### src/rtl/vend_ctrl_multi_if.sv
// vend_ctrl_multi_if: button, price, hopper and status signals of the multi-item vending controller
interface vend_ctrl_multi_if #(
    parameter int NUM_ITEMS = 4,
    parameter int SEL_W     = 2,
    parameter int CREDIT_W  = 8,
    parameter int STOCK_W   = 4
);
    logic                          coin1_p;
    logic                          coin2_p;
    logic                          coin5_p;
    logic                          purchase_p;
    logic                          cancel_p;
    logic                          restock;
    logic [SEL_W-1:0]              item_sel;
    logic [NUM_ITEMS*CREDIT_W-1:0] price_vec;
    logic                          change_ack;
    logic [CREDIT_W-1:0]           credit;
    logic [STOCK_W-1:0]            stock_level;
    logic                          vend_pulse;
    logic [SEL_W-1:0]              vend_item;
    logic                          change_req;
    logic [1:0]                    change_denom;
    logic                          coin_reject;
    logic                          error_flag;
    logic [1:0]                    error_code;
    logic [2:0]                    state;

    modport master (
        output coin1_p, coin2_p, coin5_p, purchase_p, cancel_p, restock, item_sel, price_vec, change_ack,
        input  credit, stock_level, vend_pulse, vend_item, change_req, change_denom, coin_reject,
               error_flag, error_code, state
    );

    modport slave (
        input  coin1_p, coin2_p, coin5_p, purchase_p, cancel_p, restock, item_sel, price_vec, change_ack,
        output credit, stock_level, vend_pulse, vend_item, change_req, change_denom, coin_reject,
               error_flag, error_code, state
    );
endinterface

### src/rtl/vend_ctrl_multi.sv
// vend_ctrl_multi: N-item vending controller with per-item stock, saturating credit and
// greedy 5/2/1 change payout over a req/ack hopper handshake.
// Optional escrow timeout (auto refund of idle credit) enabled by defining ESCROW_TIMEOUT_EN.
module vend_ctrl_multi #(
    parameter int NUM_ITEMS   = 4,
    parameter int SEL_W       = 2,
    parameter int CREDIT_W    = 8,
    parameter int MAX_CREDIT  = 99,
    parameter int STOCK_W     = 4,
    parameter int INIT_STOCK  = 5,
    parameter int AUTO_CHANGE = 1
`ifdef ESCROW_TIMEOUT_EN
    ,
    parameter int TIMEOUT_CYC = 1000
`endif
) (
    input  logic             clk,
    input  logic             rst_n,
    vend_ctrl_multi_if.slave bus
);
    typedef enum logic [2:0] {
        IDLE     = 3'd0,
        CHECK    = 3'd1,
        VEND     = 3'd2,
        CHANGE   = 3'd3,
        WAIT_ACK = 3'd4,
        ERROR    = 3'd5
    } state_t;

    localparam logic [CREDIT_W:0]            MAX_C  = (CREDIT_W+1)'(MAX_CREDIT);
    localparam logic [STOCK_W-1:0]           INIT_S = STOCK_W'(INIT_STOCK);
    localparam logic [NUM_ITEMS*STOCK_W-1:0] FULL   = {NUM_ITEMS{INIT_S}};

    state_t                       r_state, w_next;
    logic [CREDIT_W-1:0]          r_credit, w_credit, w_avail, w_price, w_pay;
    logic [NUM_ITEMS*STOCK_W-1:0] r_stock, w_stock;
    logic [STOCK_W-1:0]           w_stock_sel;
    logic [1:0]                   r_denom, w_denom, r_err, w_err, w_code;
    logic [3:0]                   w_coin_amt;
    logic [CREDIT_W:0]            w_sum;
    logic                         w_coin, w_fits, w_sel_ok, w_timeout;

    assign w_coin      = bus.coin1_p | bus.coin2_p | bus.coin5_p;
    assign w_coin_amt  = (bus.coin5_p ? 4'd5 : 4'd0) + (bus.coin2_p ? 4'd2 : 4'd0) + {3'd0, bus.coin1_p};
    assign w_sum       = {1'b0, r_credit} + (CREDIT_W+1)'(w_coin_amt);
    assign w_fits      = w_sum <= MAX_C;
    assign w_avail     = (w_coin && w_fits) ? w_sum[CREDIT_W-1:0] : r_credit;
    assign w_sel_ok    = 32'(bus.item_sel) < NUM_ITEMS;
    assign w_price     = w_sel_ok ? bus.price_vec[bus.item_sel*CREDIT_W +: CREDIT_W] : '0;
    assign w_stock_sel = w_sel_ok ? r_stock[bus.item_sel*STOCK_W +: STOCK_W] : '0;
    assign w_code      = r_credit >= CREDIT_W'(5) ? 2'b11 : r_credit >= CREDIT_W'(2) ? 2'b10 : 2'b01;
    assign w_pay       = r_denom == 2'b11 ? CREDIT_W'(5) : r_denom == 2'b10 ? CREDIT_W'(2) : CREDIT_W'(1);

`ifdef ESCROW_TIMEOUT_EN
    localparam int TW = $clog2(TIMEOUT_CYC + 1);
    logic [TW-1:0] r_idle_cnt;
    logic          w_any;
    assign w_any     = w_coin | bus.purchase_p | bus.cancel_p | bus.restock;
    assign w_timeout = r_idle_cnt == TW'(TIMEOUT_CYC);
    // Escrow counter: counts cycles of untouched credit sitting in IDLE
    always_ff @(posedge clk or negedge rst_n)
        if (!rst_n)
            r_idle_cnt <= '0;
        else if (r_state == IDLE && r_credit != '0 && !w_any && !w_timeout)
            r_idle_cnt <= r_idle_cnt + 1'b1;
        else
            r_idle_cnt <= '0;
`else
    assign w_timeout = 1'b0;
`endif

    // Next state, credit, stock, payout denomination and error code
    always_comb begin
        w_next   = r_state;
        w_credit = r_credit;
        w_stock  = r_stock;
        w_denom  = r_denom;
        w_err    = r_err;
        case (r_state)
            IDLE: begin
                w_credit = w_avail;
                if (bus.cancel_p && w_avail != '0)
                    w_next = CHANGE;
                else if (bus.purchase_p)
                    w_next = CHECK;
                else if (bus.restock) begin
                    if (w_sel_ok)
                        w_stock[bus.item_sel*STOCK_W +: STOCK_W] = INIT_S;
                end else if (w_timeout)
                    w_next = CHANGE;
            end
            CHECK: begin
                w_next = ERROR;
                if (!w_sel_ok)
                    w_err = 2'b11;
                else if (w_stock_sel == '0)
                    w_err = 2'b10;
                else if (r_credit < w_price)
                    w_err = 2'b01;
                else
                    w_next = VEND;
            end
            VEND: begin
                w_credit = r_credit >= w_price ? r_credit - w_price : '0;
                if (w_sel_ok && w_stock_sel != '0)
                    w_stock[bus.item_sel*STOCK_W +: STOCK_W] = w_stock_sel - 1'b1;
                w_next = (AUTO_CHANGE != 0 && w_credit != '0) ? CHANGE : IDLE;
            end
            CHANGE: begin
                w_denom = w_code;
                w_next  = WAIT_ACK;
            end
            WAIT_ACK: begin
                if (bus.change_ack) begin
                    w_credit = r_credit >= w_pay ? r_credit - w_pay : '0;
                    w_next   = w_credit != '0 ? CHANGE : IDLE;
                end
            end
            default: w_next = IDLE;
        endcase
    end

    // State and datapath registers; reset abandons any payout in flight
    always_ff @(posedge clk or negedge rst_n)
        if (!rst_n) begin
            r_state  <= IDLE;
            r_credit <= '0;
            r_stock  <= FULL;
            r_denom  <= '0;
            r_err    <= '0;
        end else begin
            r_state  <= w_next;
            r_credit <= w_credit;
            r_stock  <= w_stock;
            r_denom  <= w_denom;
            r_err    <= w_err;
        end

    assign bus.credit       = r_credit;
    assign bus.stock_level  = w_stock_sel;
    assign bus.vend_pulse   = r_state == VEND;
    assign bus.vend_item    = r_state == VEND ? bus.item_sel : '0;
    assign bus.change_req   = r_state == WAIT_ACK;
    assign bus.change_denom = r_state == WAIT_ACK ? r_denom : 2'b00;
    assign bus.coin_reject  = w_coin && (r_state != IDLE || !w_fits);
    assign bus.error_flag   = r_state == ERROR;
    assign bus.error_code   = r_err;
    assign bus.state        = r_state;
endmodule

### src/flat_wrapper.sv
// flat-port wrapper written by rule: the top's interface ports become plain ports
module vend_ctrl_multi_flat 
#(
    parameter int NUM_ITEMS   = 4,
    parameter int SEL_W       = 2,
    parameter int CREDIT_W    = 8,
    parameter int MAX_CREDIT  = 99,
    parameter int STOCK_W     = 4,
    parameter int INIT_STOCK  = 5,
    parameter int AUTO_CHANGE = 1

)
  (clk, rst_n, bus_coin1_p, bus_coin2_p, bus_coin5_p, bus_purchase_p, bus_cancel_p, bus_restock, bus_item_sel, bus_price_vec, bus_change_ack, bus_credit, bus_stock_level, bus_vend_pulse, bus_vend_item, bus_change_req, bus_change_denom, bus_coin_reject, bus_error_flag, bus_error_code, bus_state);
  vend_ctrl_multi_if #(.NUM_ITEMS(NUM_ITEMS), .SEL_W(SEL_W), .CREDIT_W(CREDIT_W), .STOCK_W(STOCK_W)) bus_i ();
  input  logic clk;
  input  logic rst_n;
  input wire logic [$bits(bus_i.coin1_p)-1:0] bus_coin1_p;
  input wire logic [$bits(bus_i.coin2_p)-1:0] bus_coin2_p;
  input wire logic [$bits(bus_i.coin5_p)-1:0] bus_coin5_p;
  input wire logic [$bits(bus_i.purchase_p)-1:0] bus_purchase_p;
  input wire logic [$bits(bus_i.cancel_p)-1:0] bus_cancel_p;
  input wire logic [$bits(bus_i.restock)-1:0] bus_restock;
  input wire logic [$bits(bus_i.item_sel)-1:0] bus_item_sel;
  input wire logic [$bits(bus_i.price_vec)-1:0] bus_price_vec;
  input wire logic [$bits(bus_i.change_ack)-1:0] bus_change_ack;
  output wire logic [$bits(bus_i.credit)-1:0] bus_credit;
  output wire logic [$bits(bus_i.stock_level)-1:0] bus_stock_level;
  output wire logic [$bits(bus_i.vend_pulse)-1:0] bus_vend_pulse;
  output wire logic [$bits(bus_i.vend_item)-1:0] bus_vend_item;
  output wire logic [$bits(bus_i.change_req)-1:0] bus_change_req;
  output wire logic [$bits(bus_i.change_denom)-1:0] bus_change_denom;
  output wire logic [$bits(bus_i.coin_reject)-1:0] bus_coin_reject;
  output wire logic [$bits(bus_i.error_flag)-1:0] bus_error_flag;
  output wire logic [$bits(bus_i.error_code)-1:0] bus_error_code;
  output wire logic [$bits(bus_i.state)-1:0] bus_state;
  assign bus_i.coin1_p = bus_coin1_p;
  assign bus_i.coin2_p = bus_coin2_p;
  assign bus_i.coin5_p = bus_coin5_p;
  assign bus_i.purchase_p = bus_purchase_p;
  assign bus_i.cancel_p = bus_cancel_p;
  assign bus_i.restock = bus_restock;
  assign bus_i.item_sel = bus_item_sel;
  assign bus_i.price_vec = bus_price_vec;
  assign bus_i.change_ack = bus_change_ack;
  assign bus_credit = bus_i.credit;
  assign bus_stock_level = bus_i.stock_level;
  assign bus_vend_pulse = bus_i.vend_pulse;
  assign bus_vend_item = bus_i.vend_item;
  assign bus_change_req = bus_i.change_req;
  assign bus_change_denom = bus_i.change_denom;
  assign bus_coin_reject = bus_i.coin_reject;
  assign bus_error_flag = bus_i.error_flag;
  assign bus_error_code = bus_i.error_code;
  assign bus_state = bus_i.state;
  vend_ctrl_multi #(.NUM_ITEMS(NUM_ITEMS), .SEL_W(SEL_W), .CREDIT_W(CREDIT_W), .MAX_CREDIT(MAX_CREDIT), .STOCK_W(STOCK_W), .INIT_STOCK(INIT_STOCK), .AUTO_CHANGE(AUTO_CHANGE)) u_core (.clk(clk), .rst_n(rst_n), .bus(bus_i));
endmodule
### config.mk
export PLATFORM = sky130hd
export DESIGN_NAME = vend_ctrl_multi_flat
export DESIGN_NICKNAME = d
export VERILOG_FILES = /design/src/rtl/vend_ctrl_multi_if.sv /design/src/rtl/vend_ctrl_multi.sv /design/src/flat_wrapper.sv
export SDC_FILE = /design/constraint.sdc
export NUM_CORES = 1
export LEC_CHECK = 0
export BUFFER_PORTS_ARGS = -buffer_cell sky130_fd_sc_hd__buf_2
export CAP_MARGIN = 40
export CORE_MARGIN = 2
export CORE_UTILIZATION = 30
export DETAILED_ROUTE_END_ITERATION = 8
export GPL_ROUTABILITY_DRIVEN = 0
export PLACE_DENSITY_LB_ADDON = 0.15
export SLEW_MARGIN = 5
export SYNTH_ARGS = -nofsm -noshare
export SYNTH_HDL_FRONTEND = slang
export SYNTH_SLANG_ARGS = --single-unit
### constraint.sdc
create_clock -name clk -period 3.2 [get_ports clk]
set_input_delay 0.64 -clock clk [delete_from_list [all_inputs] [get_ports clk]]
set_output_delay 0.64 -clock clk [all_outputs]
set_load 0.02 [all_outputs]
==> results of run 1 <==
power by group through the flow:
stage / Clock [mW] / Combinational [mW] / Sequential, mW
floorplan: 0 / 2.01 / 0.796
global placement: 0 / 3.36 / 0.776
detailed placement: 0 / 3.37 / 0.782
CTS: 0.482 / 3.70 / 0.789
global route: 0.500 / 4.18 / 0.815
finish: 0.470 / 3.78 / 0.788
kinds of logic (layout without fill, tap and decap cells):
kind of cell / count (synthesis) / in the layout / share of synthesized area, %
multiplexers: 12 / 12 / 8.39
AO/OA/AOI/OAI: 114 / 114 / 25.3
flip-flops: 31 / 31 / 24.4
AND/OR/NAND/NOR: 128 / 128 / 20.4
buffers and inverters: 46 / 185 / 5.67
XOR/XNOR: 17 / 17 / 4.62
adder cells (fa/ha/maj): 27 / 27 / 11.2
layout make-up:
class	instances	area share, %
multi-input combinational	298	53.9
timing repair buffer	145	20.6
sequential	31	16.6
tap	136	3.59
inverter	32	2.53
clock buffer	6	1.53
clock inverter	2	1.27
Yosys cell counts, drive strengths merged, types with 5 or more instances:
library cell / n
o32ai: 7
mux4: 12
xnor2: 11
nand2: 30
o21ai: 22
nand3: 14
nand2b: 6
dfrtp: 23
and3: 5
ha: 24
buf: 5
a21o: 16
o22ai: 5
inv: 32
nor2b: 6
xor2: 6
o211ai: 8
nor2: 28
dfstp: 8
a21oi: 22
nor3: 9
clkbuf: 9
per-layer routing:
metal  GRT usage [%]  vias up  part of all wire (%)
met1            24.7     1612                    46
met2            32.1       67                    49
met4            3.39        0                   1.2
met3            2.48       10                   3.6
met5               0        -                     0
li1                -     1673                     -
worst paths after layout:
kind / slack [ns] / start / to / cells past startpoint
hold reg to reg: 0.47 / u_core.r_stock[12]$_DFFE_PN1P_ / u_core.r_stock[12]$_DFFE_PN1P_ / 2
min in group clk: 0.47 / u_core.r_stock[12]$_DFFE_PN1P_ / u_core.r_stock[12]$_DFFE_PN1P_ / 2
max in group asynchronous: 2.30 / rst_n / u_core.bus.credit[5]$_DFFE_PN0P_ / 1
hold / removal: 0.42 / rst_n / u_core.r_stock[13]$_DFFE_PN0P_ / 1
setup / recovery: -0.21 / bus_coin1_p / bus_coin_reject / 13
setup reg to reg: 0.14 / u_core.bus.credit[1]$_DFFE_PN0P_ / u_core.r_stock[7]$_DFFE_PN0P_ / 13
metrics by stage:
step	hold slack, ns	utilization [%]	worst slack (ns)	instances	setup TNS [ns]
floorplan	0.344	-	-0.113	375	-1.02
global placement	0.447	41.3	-0.470	633	-8.45
detailed placement	0.452	41.3	-0.504	633	-8.72
CTS	0.440	45.2	-0.217	649	-1.58
global route	0.468	45.7	-0.319	650	-3.46
finish	0.416	45.7	-0.214	650	-1.88
sequential cells by signal, indices dropped and copies added (netlist names):
| signal | count |
|---|---|
| u_core.bus.state | 3 |
| u_core.r_stock | 16 |
| u_core.bus.credit | 8 |
| u_core.bus.error_code | 2 |
| u_core.r_denom | 2 |
timing repair:
action                                  CTS  global route
setup buffers                             9             1
hold buffers                              0             0
pin swaps                                31             7
resized for setup                        39            14
endpoints found under the setup margin   21            24
==> qor.csv, run 1 <==
metric,value,unit
Crit. End Element,output port,
vias in the first global route,3516,
post-synth top area share,17.9,%
Crit path required time,2.56,ns
Initial DRC Count,67,
Final Hold Fails,0,
WS Path Type,in -> out,
critical path's largest stage delay,0.27,ns
cell taking the most area after synthesis,dfrtp_1,
CTS tree,built,
sequential power share,15.6,%
first-pass GRT wire length,17.2,mm
"most common cell after layout, fill and taps aside",buf_4,
type of origin of the critical path,primary input,
PD cells,1060,nW/µm²
CTS Sinks,31,
IO buf count,67,
post-synthesis cell area,3220,µm²
largest net degree at the start of global routing,32,
gr ovfl total,0,
CTS H-tree lvls,2,
Final Cycle Share,107,%
gr usage total,18.5,%
cells along the critical path,buf_6 > ha_4 > ha_4 > xor2_4 > ha_4 > a211oi_4 > buf_4 > a21o_1 > o32ai_4 > o22ai_4 > buf_6 > a41oi_2 > buf_4,
Avg WL per Cell,15.7,µm
Yosys reg bits,31,
Post-synth EDFFs,0,
chip height,108,µm
Synth Warn #,0,
Mapped Avg Cell Area,8.58,µm²
outcome,"complete, but fails checks",
max_cap viols,0,
initial core utilization,31.0,%
total CTS buffers,5,
cell count after synthesis,375,
Comb pwr share,75.1,%
# rows,37,
Main synth FF type,dfrtp_1,
Worst path slowest cell,a211oi_4,
clk_lat worst skew,0.28,ns
crit path time final,3.41,ns
Die Span X,108,µm
"Worst Setup Slack, final",-0.214,ns
Slew headroom,50.3,%
Slew @ Worst Pin,0.746,ns
HP Class,in -> async,
Clock Skews,0.0106,ns
share of cells above drive strength 1,42.8,%
Routed WL,10.2,mm
Vias per Instance,5.17,
finished layout cell area,4740,µm²
sequential share of the synthesized area,24.4,%
count of different cell masters after synthesis,62,
root buffer cell,clkbuf_8,
Via Count,3362,
VDD IR max,370,µV
Final HPWL DP,8.04,mm
switching power,2.29,mW
sequential cell area,786,µm²
RSZ-0062 raised after global routing,true,
area of the multi-input gates,2560,µm²
ys async rst share,100,%
CP Buf/Inv Count,4,
PnR Total Power,5.04,mW
DP Area,4280,µm²
die area,11600,µm²
drt pass-1 iters,4,
Final Max Slew Viols,0,
initial antenna violation count,0,
clock share of power,9.3,%
clk slew on worst S/H paths,0.07,ns
synth-to-layout area growth,47.3,%
Detail Route Antenna Nets,0,
"delay-heaviest family, CP",compound AO/OA/AOI/OAI gates,
Synth area leaders,"dfrtp_1 (18%), ha_1 (9.3%), mux4_2 (8.4%)",
Final nets,583,
"Max FO, Critical Path",3,
CP arrival,2.77,ns
"most used cell, CP",ha_4,
n_diodes,0,
Final setup viols,19,
Bufs on Longest Clock Path,2,
fillers,1009,
switching portion of total power,45.4,%
Ports,68,
Pint,2.75,mW
most frequent cells in the layout,"buf_4 (73), buf_2 (63), inv_1 (30), nand2_1 (29), nor2_1 (27)",
DRC errors left,0,
post-synth net total,445,
Core ar.,10400,µm²
Leakage,2.16,nW
failing checks,negative setup slack,
Fmax,293,MHz
(Power assumes the default switching activity.)
==> inputs of run 2 (changes only) <==
--- a/config.mk
+++ b/config.mk
@@ -13,4 +13,5 @@
 export GPL_ROUTABILITY_DRIVEN = 0
 export PLACE_DENSITY_LB_ADDON = 0.15
+export REMOVE_ABC_BUFFERS = 1
 export SLEW_MARGIN = 5
 export SYNTH_ARGS = -nofsm -noshare
==> constraint.sdc (replaced) <==
create_clock -name clk -period 3.7 [get_ports clk]
set_input_delay 0.74 -clock clk [delete_from_list [all_inputs] [get_ports clk]]
set_output_delay 0.74 -clock clk [all_outputs]
set_load 0.05 [all_outputs]
==> run 2 against run 1 <==
  * The flow now finishes without violations
  * Clock skew decreased by 0.0044 ns
  * Global-route usage decreased by 1.3 points
  * Sequential share of layout area increased by 1.8 points
  * Setup slack improved by 0.30 ns
  * Total power decreased by 21%
  * Via count decreased by 5.1%
  * Largest power group unchanged
  * Highest routed layer unchanged
==> qor.csv, run 2 (same netlist as run 1, synthesis figures left out) <==
metric,value,unit
IO buf count,67,
Crit. End Element,output port,
Final nets,548,
"delay-heaviest family, CP",compound AO/OA/AOI/OAI gates,
Core ar.,10400,µm²
M3 GR Usage,2.60,%
share of cells above drive strength 1,34.0,%
Final Hold Fails,0,
PD cells,934,nW/µm²
WS Path Type,in -> out,
outcome,"complete, no violations",
CTS tree,built,
die area,11600,µm²
synth-to-layout area growth,32.5,%
CP Buf/Inv Count,2,
Slew headroom,47.9,%
VDD IR max,325,µV
cells along the critical path,buf_6 > ha_4 > ha_4 > xor2_4 > ha_4 > a21o_1 > or3_4 > a21o_1 > o22ai_2 > a41oi_2 > buf_6,
CTS Sinks,31,
global-route layer with the greatest usage,met2,
Initial DRC Count,85,
Bufs on Longest Clock Path,2,
"most common cell after layout, fill and taps aside",buf_2,
type of origin of the critical path,primary input,
r2r setup slk,0.67,ns
root buffer cell,clkbuf_8,
initial core utilization,31.0,%
max_cap viols,0,
PnR Total Power,3.98,mW
largest net degree at the start of global routing,32,
Hold Buf Count CTS,0,
Clock Skews,0.00616,ns
"Most flops, register",u_core.r_stock,
vias in the first global route,3261,
"most used cell, CP",ha_4,
Final Max Slew Viols,0,
n_diodes,0,
Detail Route Antenna Nets,0,
critical path's largest stage delay,0.37,ns
Die Span X,108,µm
drt pass-1 iters,4,
clk_lat worst skew,0.29,ns
HP Class,reg -> reg,
met2 Resource Use GR,31.4,%
RSZ-0062 raised after global routing,false,
fillers,1088,
Final setup viols,0,
Fmax,276,MHz
chip height,108,µm
most frequent cells in the layout,"buf_2 (64), buf_4 (43), inv_1 (32), nand2_1 (30), nor2_1 (28)",
Worst path slowest cell,or3_4,
clk slew on worst S/H paths,0.07,ns
CP arrival,2.88,ns
gr ovfl total,0,
crit path time final,3.62,ns
"Max FO, Critical Path",3,
Final Cycle Share,97.8,%
Leakage,1.93,nW
Crit path required time,2.96,ns
DRC errors left,0,
Ports,68,
total CTS buffers,5,
Avg WL per Cell,15.9,µm
first-pass GRT wire length,15.9,mm
Hold Slack,0.465,ns
Vias per Instance,5.19,
Via Count,3190,
# rows,37,
Routed WL,9.77,mm
Slew @ Worst Pin,0.782,ns
gr usage total,17.2,%
M1 GR Usage,21.3,%
CTS H-tree lvls,2,
max reg flops,16,
initial antenna violation count,0,
Final HPWL DP,7.70,mm
==> run 2: changes by cell type in the layout (fill, tap and decap cells not counted), sizes merged <==
cell    before  now
bufinv       2    1
clkinv       0    1
buf        145  110
==> run 2: power breakdown <==
group	switching, mW	internal, mW	total [mW]
Clock	0.143	0.218	0.361
Combinational	1.71	1.21	2.92
Sequential	0.199	0.509	0.707
Total	2.05	1.93	3.98
==> run 2: final cells by class <==
type	count	area, µm²	share of cell area, %
flip-flops and latches	31	786	18.4
multi-input cells	298	2400	56.2
inverters	32	120	2.82
clock buffers	6	82.6	1.94
repair buffers	110	677	15.9
clock inverters	2	35.0	0.821
well taps	136	170	3.99
==> run 2: worst register-to-register path: stages (launching register included) <==
cell,delay (ns)
dfrtp_1,0.49
inv_1,0.15
fa_2,0.40
and2b_2,0.28
o22ai_4,0.11
or4b_1,0.51
a22oi_1,0.24
a31oi_1,0.07
o211a_1,0.21
o21ai_4,0.23
buf_4,0.19
o21ai_1,0.08
==> run 2: repair_timing <==
| action | 4_1_cts | 5_1_grt |
|---|---|---|
| pin swaps | 12 | 4 |
| gates resized for setup | 19 | 9 |
| buffers inserted | 3 | 1 |
| endpoints found under the setup margin | 1 | 1 |
==> run 2: stage by stage <==
stage | setup WS (ns) | utilization, % | cells | cell area (µm²) | setup TNS (ns)
2_1_floorplan | -0.471 | - | 361 | 3160 | -0.471
3_3_place_gp | -0.149 | 38.1 | 603 | 3960 | -1.87
3_5_place_dp | -0.231 | 38.1 | 603 | 3960 | -3.38
4_1_cts | -0.00808 | 40.5 | 614 | 4200 | -0.00808
5_1_grt | 0.00155 | 41.1 | 615 | 4270 | 0
6_report | 0.0813 | 41.1 | 615 | 4270 | 0
==> run 2: path summary, 6_finish.rpt <==
check,from,end,cells past startpoint
worst max register to register,u_core.bus.credit[1]$_DFFE_PN0P_,u_core.r_stock[14]$_DFFE_PN1P_,11
min in group asynchronous,rst_n,u_core.r_stock[5]$_DFFE_PN0P_,1
max in group asynchronous,rst_n,u_core.bus.state[1]$_DFFE_PN0P_,1
worst min register to register,u_core.r_stock[8]$_DFFE_PN1P_,u_core.r_stock[8]$_DFFE_PN1P_,2
worst max-delay path,bus_coin1_p,bus_coin_reject,11
worst min-delay path,u_core.r_stock[8]$_DFFE_PN1P_,u_core.r_stock[8]$_DFFE_PN1P_,2
==> run 2: metal layers <==
metal / vias to the layer above / part of all wire [%] / wire length (µm)
met5: - / 0 / 0
met4: 0 / 1.1 / 105
met3: 8 / 3.0 / 297
met2: 41 / 50 / 4860
met1: 1532 / 46 / 4510
li1: 1609 / - / -
